<file path="src/rtl/updown_counter_pkg.sv">
// Shared definitions for the parametrised up/down counter:
// mode encodings and the range clamp used by both load and saturate paths.
package updown_counter_pkg;

  localparam int MODE_WRAP = 0;
  localparam int MODE_SAT  = 1;

  // Clamp a value into [min_v, max_v]; wide signed arithmetic so callers can
  // pass out-of-range intermediate sums or differences unchanged.
  function automatic longint clamp_range(input longint value,
                                         input longint min_v,
                                         input longint max_v);
    if (value < min_v) return min_v;
    if (value > max_v) return max_v;
    return value;
  endfunction

endpackage

</file>
<file path="src/rtl/updown_counter_next.sv">
// Combinational next-count calculation for one step of the counter.
// Computes count +/- STEP in WIDTH+2 signed bits so neither the sum nor the
// difference can overflow, then either wraps by the range or clamps.
module updown_counter_next
  import updown_counter_pkg::*;
#(
  parameter int     WIDTH    = 8,
  parameter longint MIN_VAL  = 0,
  parameter longint MAX_VAL  = (longint'(1) << WIDTH) - 1,
  parameter longint STEP     = 1,
  parameter int     SATURATE = MODE_WRAP
) (
  input  logic [WIDTH-1:0] count,
  input  logic             up_down,
  output logic [WIDTH-1:0] next_count,
  output logic             wrap_evt,
  output logic             sat_evt
);

  localparam int XW = WIDTH + 2;
  typedef logic signed [XW-1:0] ext_t;

  localparam ext_t MIN_X   = ext_t'(MIN_VAL);
  localparam ext_t MAX_X   = ext_t'(MAX_VAL);
  localparam ext_t STEP_X  = ext_t'(STEP);
  localparam ext_t RANGE_X = ext_t'(MAX_VAL - MIN_VAL + 1);

  ext_t count_x;
  ext_t stepped;
  ext_t wrapped;

  // Step once, then fold an out-of-range result back by wrapping or clamping.
  always_comb begin
    next_count = count;
    wrap_evt   = 1'b0;
    sat_evt    = 1'b0;
    count_x    = ext_t'({2'b00, count});
    stepped    = up_down ? (count_x + STEP_X) : (count_x - STEP_X);
    wrapped    = up_down ? (stepped - RANGE_X) : (stepped + RANGE_X);
    if ((stepped > MAX_X) || (stepped < MIN_X)) begin
      if (SATURATE == MODE_SAT) begin
        next_count = WIDTH'(clamp_range(longint'(stepped), MIN_VAL, MAX_VAL));
        sat_evt    = 1'b1;
      end else begin
        next_count = WIDTH'(wrapped);
        wrap_evt   = 1'b1;
      end
    end else begin
      next_count = WIDTH'(stepped);
    end
  end

endmodule

</file>
<file path="src/rtl/updown_counter_param.sv">
// Parametrised up/down counter with configurable width, range, step and
// wrap/saturate mode; enable, clear and parallel load with priority
// reset > clear > load > en. Terminal flags are combinational; wrap/sat are
// registered one-cycle pulses.
// Optional feature macro: UPDOWN_COUNTER_STICKY_OVF_EN builds a sticky flag
// that records any wrap or saturate event until reset or clear. Without it
// sticky_ovf is tied low and no register exists.
module updown_counter_param
  import updown_counter_pkg::*;
#(
  parameter int     WIDTH     = 8,
  parameter longint MIN_VAL   = 0,
  parameter longint MAX_VAL   = (longint'(1) << WIDTH) - 1,
  parameter longint STEP      = 1,
  parameter int     SATURATE  = MODE_WRAP,
  parameter longint RESET_VAL = MIN_VAL
) (
  input  logic             clk,
  input  logic             reset,
  input  logic             en,
  input  logic             up_down,
  input  logic             clear,
  input  logic             load,
  input  logic [WIDTH-1:0] load_val,
  output logic [WIDTH-1:0] count,
  output logic             at_max,
  output logic             at_min,
  output logic             wrap,
  output logic             sat,
  output logic             sticky_ovf
);

  // Parameter legality, checked at elaboration.
  if ((WIDTH < 2) || (WIDTH > 32)) begin : g_bad_width
    $error("updown_counter_param: WIDTH must be in 2..32");
  end
  if (MIN_VAL >= MAX_VAL) begin : g_bad_range
    $error("updown_counter_param: MIN_VAL must be below MAX_VAL");
  end
  if ((MIN_VAL < 0) || (MAX_VAL > ((longint'(1) << WIDTH) - 1))) begin : g_bad_max
    $error("updown_counter_param: range does not fit in WIDTH bits");
  end
  if ((STEP < 1) || (STEP > (MAX_VAL - MIN_VAL + 1))) begin : g_bad_step
    $error("updown_counter_param: STEP must be in 1..range");
  end
  if ((SATURATE != MODE_WRAP) && (SATURATE != MODE_SAT)) begin : g_bad_mode
    $error("updown_counter_param: SATURATE must be 0 or 1");
  end
  if ((RESET_VAL < MIN_VAL) || (RESET_VAL > MAX_VAL)) begin : g_bad_reset
    $error("updown_counter_param: RESET_VAL outside [MIN_VAL, MAX_VAL]");
  end

  localparam logic [WIDTH-1:0] RESET_W = WIDTH'(RESET_VAL);
  localparam logic [WIDTH-1:0] MIN_W   = WIDTH'(MIN_VAL);
  localparam logic [WIDTH-1:0] MAX_W   = WIDTH'(MAX_VAL);

  logic [WIDTH-1:0] count_q;
  logic             wrap_q;
  logic             sat_q;
  logic [WIDTH-1:0] count_d;
  logic             wrap_d;
  logic             sat_d;
  logic [WIDTH-1:0] next_count;
  logic             wrap_evt;
  logic             sat_evt;

  updown_counter_next #(
    .WIDTH    (WIDTH),
    .MIN_VAL  (MIN_VAL),
    .MAX_VAL  (MAX_VAL),
    .STEP     (STEP),
    .SATURATE (SATURATE)
  ) u_next (
    .count      (count_q),
    .up_down    (up_down),
    .next_count (next_count),
    .wrap_evt   (wrap_evt),
    .sat_evt    (sat_evt)
  );

  // Priority mux below reset: clear, then load, then counting.
  always_comb begin
    count_d = count_q;
    wrap_d  = 1'b0;
    sat_d   = 1'b0;
    if (clear) begin
      count_d = RESET_W;
    end else if (load) begin
      count_d = WIDTH'(clamp_range(longint'(load_val), MIN_VAL, MAX_VAL));
    end else if (en) begin
      count_d = next_count;
      wrap_d  = wrap_evt;
      sat_d   = sat_evt;
    end
  end

  // Count and event-pulse registers with synchronous reset.
  always_ff @(posedge clk) begin
    if (reset) begin
      count_q <= RESET_W;
      wrap_q  <= 1'b0;
      sat_q   <= 1'b0;
    end else begin
      count_q <= count_d;
      wrap_q  <= wrap_d;
      sat_q   <= sat_d;
    end
  end

`ifdef UPDOWN_COUNTER_STICKY_OVF_EN
  logic sticky_q;

  // Remember any wrap or saturate event; only reset or clear forget it.
  always_ff @(posedge clk) begin
    if (reset || clear) begin
      sticky_q <= 1'b0;
    end else if (wrap_d || sat_d) begin
      sticky_q <= 1'b1;
    end
  end

  assign sticky_ovf = sticky_q;
`else
  assign sticky_ovf = 1'b0;
`endif

  assign count  = count_q;
  assign wrap   = wrap_q;
  assign sat    = sat_q;
  assign at_max = (count_q == MAX_W);
  assign at_min = (count_q == MIN_W);

endmodule
</file>
<file path="config.mk">
export PLATFORM = sky130hd
export DESIGN_NAME = updown_counter_param
export DESIGN_NICKNAME = d
export VERILOG_FILES = /design/src/rtl/updown_counter_pkg.sv /design/src/rtl/updown_counter_next.sv /design/src/rtl/updown_counter_param.sv
export SDC_FILE = /design/constraint.sdc
export NUM_CORES = 1
export LEC_CHECK = 0
export BUFFER_PORTS_ARGS = -buffer_cell sky130_fd_sc_hd__buf_2
export CORE_MARGIN = 1.5
export CORE_UTILIZATION = 50
export DETAILED_ROUTE_END_ITERATION = 16
export GPL_TIMING_DRIVEN = 0
export PLACE_DENSITY = 0.9
export SLEW_MARGIN = 20
export SYNTH_ARGS = -nofsm -noshare
export SYNTH_HDL_FRONTEND = slang
export SYNTH_HIERARCHICAL = 1
export SYNTH_SLANG_ARGS = --single-unit
export TNS_END_PERCENT = 5
</file>
<file path="constraint.sdc">
create_clock -name clk -period 5.6 [get_ports clk]
set_clock_uncertainty 0.05 [all_clocks]
set_input_delay 0.56 -clock clk [delete_from_list [all_inputs] [get_ports clk]]
set_output_delay 0.56 -clock clk [all_outputs]
set_load 0.01 [all_outputs]
</file>
==> results.ini <==
[setup_path]
cp-end-kind = flop
cp-start-kind = flop
endpoint = count[6]
cp_cell_sequence = inv_1 -> ha_1 -> or4b_4 -> or3_1 -> o21ai_2 -> xor2_1 -> mux2_4 -> o211a_1
reg2reg_setup_slack_ps = 3390
cp_data_required_time_ps = 5710
r2r_end = count[6]
cp.depth = 8
path_delay_family = simple AND/OR/NAND/NOR gates
crit_slowest_cell = or4b_4
cp_data_arrival_time_ps = 2320
cp-startpoint = count[0]
rr_worst_depth = 8
path_class = reg2reg
r2r-start = count[0]
max_stage_delay_ps = 470
crit_fanout = 10
path_buf_inv = 1

[place]
dp_hpwl_mm = 1.24
gp_congestion = 0.790
io_buffer_count = 23

[layout]
nFillCells = 125
diodes = 0
drive_gt1_frac = 0.387
register_area_um2 = 200
fin_nets = 128
multi_input_area_um2 = 536
syn2layout_area_growth_pct = 21.6
final_core_util = 0.648

[power]
clkPwrFrac = 0.326
p_sw_frac = 0.279
switching_power_mw = 0.0562
internal_power_mw = 0.145
p_leak_nw = 0.553
p_per_area_nw_per_um2 = 209
peakVddDrop_mv = 0.150
pwr-share-comb = 0.271
power_frac_seq = 0.403

[drt]
avgViaCountPerCell = 5.61
drt_iter0_drc = 12
drt_first_pass_iters = 4
routed_wirelength_mm = 1.70
drcViolationCount = 0
wl_per_cell_um = 13.4
final_antenna_net_count = 0
vias = 713

[floorplanning]
start_util = 0.533
dieArea_um2 = 1830
num_io_pins = 27
die_h_um = 42.8
row_count = 14
fp.coreArea_um2 = 1490
die_x_um = 42.8

[status]
status = finished clean

[sta]
slew_viol_final = 0
timing.final.crit_share = 0.394
period_needed_ps = 2210
fin_hold_ws_ps = 557
final_hold_viol_count = 0
clock.fmax_mhz = 453
setup_viol = 0
rsz0062_at_grt = no
tns_ps = 0

[clock_tree]
cts.sinks = 10
holdBufCountCts = 0
post-cts-setup-buffer-count = 0
cts-resized-gates = 0
cts-root-buf = clkbuf_4
cts_tree = yes
cts-buffers-inserted = 3
clockBufferDepth = 2
htreeDepth = 1
cts.clk_slew.worst_paths_ps = 70
clock_latency_ps = 260

[logic_synthesis]
synth_nets = 100
synth_largest_area_cell = dfxtp_1
synth_area_leaders = dfxtp_1, mux2_4, o211a_1, nand2b_1, xor2_1
synth.most_common_cell = dfxtp_1
ys_seq_area_frac = 0.252
synthTopCellsByCount = dfxtp_1, nand2b_1, mux2_4, o211a_1, nand4_1
netlist-cell-type-count = 28
synth_edf_count = 0
syn_area_um2 = 793
synthCells = 84
ys.flop_type = dfxtp_1
synth_warnings = 6
synth.avg_cell_area_um2 = 9.44
yosysTopAreaCellShare = 0.252
synth-seq-cells = 10
async_flop_share = 0

[global_route]
grt_overflow_total = 0
grt_max_degree = 11
antenna_found_initial = 0
grt_use_total = 0.204
grt_pass1_vias = 647
grt_pass1_wl_mm = 2.80

[hold_path]
hp-class = in2reg

[run]
cap_viol_max_count = 0

## power by group through the flow
stage | clock [mW] | combinational, mW | sequential, mW
after floorplan | 0 | 0.0394 | 0.0828
after global placement | 0 | 0.0526 | 0.0823
after detailed placement | 0 | 0.0546 | 0.0825
after CTS | 0.0673 | 0.0548 | 0.0809
after global routing | 0.0704 | 0.0600 | 0.0821
final | 0.0656 | 0.0546 | 0.0811
## layer usage
metal	global-route usage	share of wire	vias to the layer above
met3	0.0809	0.078	0
li1	-	-	357
met4	0.0375	0	0
met5	0	0	-
met1	0.243	0.44	325
met2	0.345	0.48	31
## cell type report
cell class / instances / area share
Multi-Input combinational cell: 65 / 0.555
Clock buffer: 4 / 0.0376
Timing Repair Buffer: 23 / 0.119
Inverter: 3 / 0.0117
Buffer: 6 / 0.0480
Sequential cell: 10 / 0.208
Tap cell: 16 / 0.0208
## registers in the layout (all words and copies together) (netlist names)
name / cells
sat: 1
count: 8
wrap: 1
## placed cells by master (no fill, tap or decap), types with 2 or more instances in the layout
master / netlist / layout
buf_2: 1 / 24
dfxtp_1: 10 / 10
nand2b_1: 9 / 9
mux2_4: 8 / 8
o211a_1: 8 / 8
nand4_1: 6 / 6
xor2_1: 5 / 5
nand2_1: 4 / 4
nor2_1: 3 / 3
clkbuf_4: 0 / 3
inv_1: 3 / 3
or4_1: 2 / 2
buf_6: 2 / 2
and4b_1: 2 / 2
buf_4: 2 / 2
conb_1: 2 / 2
nor3_1: 2 / 2
o22ai_1: 2 / 2
xnor2_1: 2 / 2
ha_1: 2 / 2
## cell families (layout without fill, tap and decap cells)
kind of cell / count (synthesis) / after routing / share of synthesized area
XOR/XNOR: 7 / 7 / 0.0773
multiplexers: 9 / 9 / 0.164
other: 2 / 2 / 0.00947
flip-flops: 10 / 10 / 0.252
adder cells (fa/ha/maj): 2 / 2 / 0.0315
buffers and inverters: 9 / 36 / 0.0725
AND/OR/NAND/NOR: 32 / 32 / 0.248
AO/OA/AOI/OAI: 13 / 13 / 0.145
## tightest hold or removal path, delay by kind of cell
family	cells	cell delay, ps
and+or+nand+nor	1	80
AOI/OAI and AO/OA	1	130
buffers and inverters	1	70
## worst min-delay path by stage
| stage | start | end | slack, ps | cells after the start |
|---|---|---|---|---|
| floorplan | count[4] | count[4] | 660 | 2 |
| global placement | count[4] | count[4] | 630 | 2 |
| detailed placement | count[4] | count[4] | 650 | 2 |
| CTS | load_val[5] | count[5] | 550 | 3 |
| global route | clear | count[5] | 570 | 3 |
| finish | load_val[0] | count[0] | 560 | 3 |
## through the flow
stage	total power [mW]	cell area [um^2]	instances	setup WS, ps
2_1_floorplan	0.122	793	84	3380
3_3_place_gp	0.135	928	123	3350
3_5_place_dp	0.137	928	123	3340
4_1_cts	0.203	965	127	3390
5_1_grt	0.212	965	127	3300
6_report	0.201	965	127	3390
Power figures use the tool's default switching activity.
